<file path="config.mk">
export PLATFORM = sky130hd
export DESIGN_NAME = zet_ifetch_asm
export DESIGN_NICKNAME = d
export VERILOG_FILES = /design/src/rtl/zet_ifetch_asm_pkg.sv /design/src/rtl/zet_ifetch_pfx.sv /design/src/rtl/zet_ifetch_asm.sv
export SDC_FILE = /design/constraint.sdc
export NUM_CORES = 1
export LEC_CHECK = 0
export ABC_AREA = 1
export CORE_MARGIN = 2
export CORE_UTILIZATION = 40
export CTS_CLUSTER_DIAMETER = 100
export DETAILED_ROUTE_END_ITERATION = 7
export GPL_ROUTABILITY_DRIVEN = 1
export PLACE_DENSITY = 0.76
export SLEW_MARGIN = 20
export SYNTH_ARGS = -nofsm -noshare
export SYNTH_HDL_FRONTEND = slang
export SYNTH_SLANG_ARGS = --single-unit
</file>
<file path="constraint.sdc">
create_clock -name clk -period 1.8 [get_ports clk]
set_clock_uncertainty 0.1 [all_clocks]
set_input_delay 0.36 -clock clk [delete_from_list [all_inputs] [get_ports clk]]
set_output_delay 0.36 -clock clk [all_outputs]
set_load 0.01 [all_outputs]
</file>
<file path="src/rtl/zet_ifetch_asm_pkg.sv">
// zet_ifetch_asm_pkg: shared state encoding, prefix bytes and length limit for the instruction assembler.
package zet_ifetch_asm_pkg;
   typedef enum logic [2:0] {
      S_OPC, S_MODRM, S_CHK, S_OFF_LO, S_OFF_HI, S_IMM_LO, S_IMM_HI, S_EXEC
   } state_t;
   localparam int MAX_LEN_DEF = 15;
   localparam logic [7:0] PFX_REP   = 8'hF3;
   localparam logic [7:0] PFX_REPNE = 8'hF2;
   localparam logic [7:0] PFX_LOCK  = 8'hF0;
   localparam logic [7:0] PFX_ES    = 8'h26;
   localparam logic [7:0] PFX_CS    = 8'h2E;
   localparam logic [7:0] PFX_SS    = 8'h36;
   localparam logic [7:0] PFX_DS    = 8'h3E;
endpackage

</file>
<file path="src/rtl/zet_ifetch_pfx.sv">
// zet_ifetch_pfx: combinational prefix classifier for the head queue byte.
// is_lock_o exists only when ZET_IFETCH_LOCK_EN is defined.
module zet_ifetch_pfx
   import zet_ifetch_asm_pkg::*;
(
   input  logic [7:0] b_i,
   output logic       is_prefix_o,
   output logic       is_rep_o,
`ifdef ZET_IFETCH_LOCK_EN
   output logic       is_lock_o,
`endif
   output logic       seg_valid_o,
   output logic [1:0] seg_o
);
   always_comb begin
      is_rep_o    = (b_i == PFX_REP) || (b_i == PFX_REPNE);
      seg_valid_o = (b_i == PFX_ES) || (b_i == PFX_CS) || (b_i == PFX_SS) || (b_i == PFX_DS);
      // 26/2E/36/3E encode the segment number in bits [4:3]
      seg_o       = b_i[4:3];
      is_prefix_o = is_rep_o || seg_valid_o || (b_i == PFX_LOCK);
`ifdef ZET_IFETCH_LOCK_EN
      is_lock_o   = (b_i == PFX_LOCK);
`endif
   end
endmodule

</file>
<file path="src/rtl/zet_ifetch_asm.sv">
// zet_ifetch_asm: assembles prefixes, opcode, ModR/M, displacement and immediate for the decoder.
// Define ZET_IFETCH_LOCK_EN to add the lock output driven by the F0 prefix.
module zet_ifetch_asm
   import zet_ifetch_asm_pkg::*;
#(
   parameter int MAX_LEN = MAX_LEN_DEF
) (
   input  logic        clk,
   input  logic        rst,
   input  logic [7:0]  q_byte,
   input  logic        q_valid,
   output logic        q_pop,
   input  logic        flush,
   input  logic        need_modrm,
   input  logic        need_off,
   input  logic        need_imm,
   input  logic        off_size,
   input  logic        imm_size,
   input  logic        end_seq,
   input  logic        block,
   output logic [7:0]  opcode,
   output logic [7:0]  modrm,
   output logic [15:0] off,
   output logic [15:0] imm,
   output logic        rep,
   output logic [2:0]  sop_l,
   output logic        exec_st,
`ifdef ZET_IFETCH_LOCK_EN
   output logic        lock,
`endif
   output logic [3:0]  inst_len
);
   state_t      state_q, state_d;
   logic [7:0]  opcode_q, opcode_d, modrm_q, modrm_d;
   logic [15:0] off_q, off_d, imm_q, imm_d;
   logic        rep_q, rep_d;
   logic [2:0]  sop_q, sop_d;
   logic [3:0]  len_q, len_d, len_inc;
   logic        pf_prefix, pf_rep, pf_seg_v, consume;
   logic [1:0]  pf_seg;
   state_t      field_nxt, imm_nxt;
`ifdef ZET_IFETCH_LOCK_EN
   logic        pf_lock, lock_q, lock_d;
   assign lock = lock_q;
`endif

   zet_ifetch_pfx u_pfx (
      .b_i         (q_byte),
      .is_prefix_o (pf_prefix),
      .is_rep_o    (pf_rep),
`ifdef ZET_IFETCH_LOCK_EN
      .is_lock_o   (pf_lock),
`endif
      .seg_valid_o (pf_seg_v),
      .seg_o       (pf_seg)
   );

   assign consume  = (state_q == S_OPC) || (state_q == S_MODRM && need_modrm) || (state_q == S_OFF_LO) ||
                     (state_q == S_OFF_HI) || (state_q == S_IMM_LO) || (state_q == S_IMM_HI);
   assign q_pop    = q_valid && consume && !flush && !rst;
   assign len_inc  = (len_q == 4'(MAX_LEN)) ? len_q : len_q + 4'd1;
   assign imm_nxt  = need_imm ? S_IMM_LO : S_EXEC;
   assign field_nxt = need_off ? S_OFF_LO : imm_nxt;

   always_comb begin
      state_d  = state_q;
      opcode_d = opcode_q;
      modrm_d  = modrm_q;
      off_d    = off_q;
      imm_d    = imm_q;
      rep_d    = rep_q;
      sop_d    = sop_q;
      len_d    = len_q;
`ifdef ZET_IFETCH_LOCK_EN
      lock_d   = lock_q;
`endif
      if (flush) begin
         state_d = S_OPC;
         modrm_d = 8'h00;
         off_d   = 16'h0000;
         imm_d   = 16'h0000;
         rep_d   = 1'b0;
         sop_d   = 3'b000;
         len_d   = 4'd0;
`ifdef ZET_IFETCH_LOCK_EN
         lock_d  = 1'b0;
`endif
      end else begin
         case (state_q)
            S_OPC: if (q_valid) begin
               len_d = len_inc;
               if (pf_prefix) begin
                  if (pf_rep) rep_d = 1'b1;
                  if (pf_seg_v) sop_d = {1'b1, pf_seg};
`ifdef ZET_IFETCH_LOCK_EN
                  if (pf_lock) lock_d = 1'b1;
`endif
               end else begin
                  opcode_d = q_byte;
                  modrm_d  = 8'h00;
                  off_d    = 16'h0000;
                  imm_d    = 16'h0000;
                  state_d  = S_MODRM;
               end
            end
            S_MODRM: if (!need_modrm) state_d = field_nxt;
               else if (q_valid) begin
                  modrm_d = q_byte;
                  len_d   = len_inc;
                  state_d = S_CHK;
               end
            // need_off is only valid once the fresh modrm has reached the decoder
            S_CHK: state_d = field_nxt;
            S_OFF_LO: if (q_valid) begin
               off_d   = {{8{q_byte[7]}}, q_byte};
               len_d   = len_inc;
               state_d = off_size ? S_OFF_HI : imm_nxt;
            end
            S_OFF_HI: if (q_valid) begin
               off_d   = {q_byte, off_q[7:0]};
               len_d   = len_inc;
               state_d = imm_nxt;
            end
            S_IMM_LO: if (q_valid) begin
               imm_d   = {{8{q_byte[7]}}, q_byte};
               len_d   = len_inc;
               state_d = imm_size ? S_IMM_HI : S_EXEC;
            end
            S_IMM_HI: if (q_valid) begin
               imm_d   = {q_byte, imm_q[7:0]};
               len_d   = len_inc;
               state_d = S_EXEC;
            end
            S_EXEC: if (end_seq && !block) begin
               state_d = S_OPC;
               rep_d   = 1'b0;
               sop_d   = 3'b000;
               len_d   = 4'd0;
`ifdef ZET_IFETCH_LOCK_EN
               lock_d  = 1'b0;
`endif
            end
            default: state_d = S_OPC;
         endcase
      end
   end

   always_ff @(posedge clk) begin
      if (rst) begin
         state_q  <= S_OPC;
         opcode_q <= 8'h00;
         modrm_q  <= 8'h00;
         off_q    <= 16'h0000;
         imm_q    <= 16'h0000;
         rep_q    <= 1'b0;
         sop_q    <= 3'b000;
         len_q    <= 4'd0;
`ifdef ZET_IFETCH_LOCK_EN
         lock_q   <= 1'b0;
`endif
      end else begin
         state_q  <= state_d;
         opcode_q <= opcode_d;
         modrm_q  <= modrm_d;
         off_q    <= off_d;
         imm_q    <= imm_d;
         rep_q    <= rep_d;
         sop_q    <= sop_d;
         len_q    <= len_d;
`ifdef ZET_IFETCH_LOCK_EN
         lock_q   <= lock_d;
`endif
      end
   end

   assign opcode   = opcode_q;
   assign modrm    = modrm_q;
   assign off      = off_q;
   assign imm      = imm_q;
   assign rep      = rep_q;
   assign sop_l    = sop_q;
   assign inst_len = len_q;
   assign exec_st  = (state_q == S_EXEC);
endmodule

</file>
==> flow_summary.json, run 1 <==
{
  "io_pins": 77,
  "fin_crit_sh_pct": 99.7,
  "drive_gt1_share_pct": 22.5,
  "synth_warnings": 0,
  "crit_required_ns": 1.34,
  "fin_nets": 576,
  "met3_wirelength_um": 525,
  "r2r_setup_slack_ns": 0.02,
  "drc": 0,
  "dieArea_um2": 8030,
  "synth_edf_count": 0,
  "r2r-start": "state_q[2]",
  "rsz0062_at_grt": "true",
  "powerDensity_nw_per_um2": 717,
  "synth_area_um2": 2930,
  "hold_path_end": "imm[5]",
  "synth_ff_type": "dfxtp_1",
  "antenna_found_initial": 0,
  "hold_violations": 0,
  "start_util_pct": 40.9,
  "period_minus_slack_ns": 1.79,
  "wl_um": 9170,
  "syn_to_final_growth_pct": 56.3,
  "finalSetupTns_ns": 0,
  "synth_nets": 445,
  "max_slew_margin_pct": 75.2,
  "grt_pass1_wl_um": 14300,
  "cts_root_buf": "clkbuf_8",
  "crit_type": "flop to primary output",
  "cp_max_fo": 5,
  "placed_cells": 638,
  "ys_types": 29,
  "die_w_um": 89.6,
  "peakVddDrop_v": 0.000365,
  "netlist_instances": 425,
  "final_common_cell": "nand2_1",
  "grt_pass1_vias": 3159,
  "coreArea_um2": 7180,
  "finalHoldWorstSlack_ns": 0.362,
  "hp-class": "flop to flop",
  "detail_route.wl_per_cell_um": 13.9,
  "synth_area_per_cell_um2": 6.90,
  "met2_wirelength_um": 4500,
  "htreeDepth": 3,
  "gp_congestion": 0.925,
  "vias_per_cell": 5.16,
  "grt_overflow": 0,
  "cts_made_buffers": 9,
  "tightest_slew_ns": 0.371,
  "fp.dieH_um": 89.6,
  "port_buffers": 76,
  "cts_tree": "yes",
  "fmax_mhz": 557,
  "yosysSeqAreaShare_pct": 40.3,
  "num_antenna_cells": 0,
  "setup_viol": 0,
  "yosys_register_bits": 59,
  "dr.pass1.iters": 7,
  "antenna_left": 0,
  "worstHoldStart": "imm[5]",
  "cts_num_sinks": 59,
  "dp_worst_setup_slack_ns": -0.465,
  "async_reset_ff_share_pct": 0,
  "status": "finished, final reports clean",
  "fin_util_pct": 63.8,
  "dp_hpwl_um": 6570,
  "dr.max_layer_used": "met4",
  "r2r.worst_path.cells": 12,
  "whs_path_depth": 2,
  "end_kind": "primary output",
  "drtIter0Drc": 232,
  "route.vias.total": 3398,
  "p_leak_nw": 1.90,
  "clk_latency_ns": 0.33,
  "drv_cap": 0,
  "instances_no_fill": 658,
  "grt_max_degree": 31,
  "wirelength_met1_um": 4000,
  "clkSlewWorstSetupHoldPaths_ns": 0.07,
  "num_rows": 31,
  "final_cell_mix": "102 x nand2_1, 67 x clkdlybuf4s50_1, 55 x dfxtp_1, 55 x buf_4, 43 x a21oi_1",
  "drv_slew": 0,
  "setup_ws_ns": 0.00568,
  "startpoint_type": "flop",
  "track_usage_pct": 22.7,
  "worstReg2RegEnd": "inst_len[1]",
  "clock_path_buffers": 2,
  "crit_arrival_ns": 1.33
}
worst max-delay path: stages (launching register included):
cell and delay [ns]:
dfxtp_4 0.41, inv_4 0.04, buf_6 0.11, nand4_1 0.11
nand3_2 0.11, nand3_2 0.06, inv_1 0.03, buf_2 0.13
metal layers:
layer	vias up	GRT usage, %
li1	1666	-
met1	1575	30.4
met2	143	36.7
met3	14	3.38
met4	0	9.50
met5	-	0
synthesized netlist by cell type (2+ instances only):
library cell	count	area, um2
o2111ai_1	8	70.1
a21oi_1	46	230
nand3_1	24	120
nand2_1	108	405
inv_1	41	154
inv_2	6	22.5
buf_1	2	7.51
buf_2	5	25.0
clkbuf_1	8	30.0
o21ai_0	16	80.1
nor2_2	5	31.3
nor2_1	43	161
dfxtp_1	59	1180
clkinv_1	2	7.51
buf_6	3	33.8
nand2_2	4	25.0
nand4_1	32	200
nand3_2	2	20.0
cell type report:
type,instances,area (um2)
Fill cell,607,2590
Tap cell,99,124
Clock buffer,11,131
Sequential cell,59,1190
Multi-Input combinational cell,299,1610
Inverter,49,189
Timing Repair Buffer,138,1270
Clock inverter,3,65.1
timing repair:
item,in CTS,in global routing
hold buffers,0,0
pin swaps,4,12
gates resized for setup,27,35
gates cloned,1,0
buffers inserted,3,2
setup endpoints to repair,51,60
worst max path at each step:
stage | startpoint | end | slack (ns)
3_3_place_gp | q_byte[5] | imm[5] | -0.39
5_1_grt | state_q[2] | inst_len[3] | -0.08
6_report | state_q[1] | q_pop | 0.006
2_1_floorplan | rst | q_pop | 0.12
4_1_cts | state_q[1] | q_pop | -0.004
3_5_place_dp | q_byte[5] | imm[2] | -0.46
power breakdown:
group | total [W] | switching, W | internal [W]
sequential | 0.00136 | 0.0000256 | 0.00134
combinational | 0.000669 | 0.000369 | 0.000300
clock | 0.00125 | 0.000492 | 0.000763
stage by stage:
stage	total power, W	cell area, um2
2_1_floorplan	0.00170	2930
3_3_place_gp	0.00196	4150
3_5_place_dp	0.00197	4150
4_1_cts	0.00323	4430
5_1_grt	0.00341	4580
6_report	0.00329	4580
state kept, by name, indices dropped and copies added (netlist names):
register,count
off,16
state_q,3
sop_l,3
imm,16
modrm,8
opcode,8
inst_len,4
rep,1
cell families after synthesis:
family,Yosys count,synth area share [%]
compound gates,71,13.2
xor+xnor,1,0.299
fa+ha+maj,1,0.427
buf+inv,68,9.82
flops,59,40.3
simple gates,225,35.9
Power figures use the tool's default switching activity.
==> inputs of run 2 (changes only) <==
ABC_CLOCK_PERIOD_IN_PS = 1800   (was default)
==> results of run 2 <==
Final layout, timing and power as in run 1 (identical DEF).
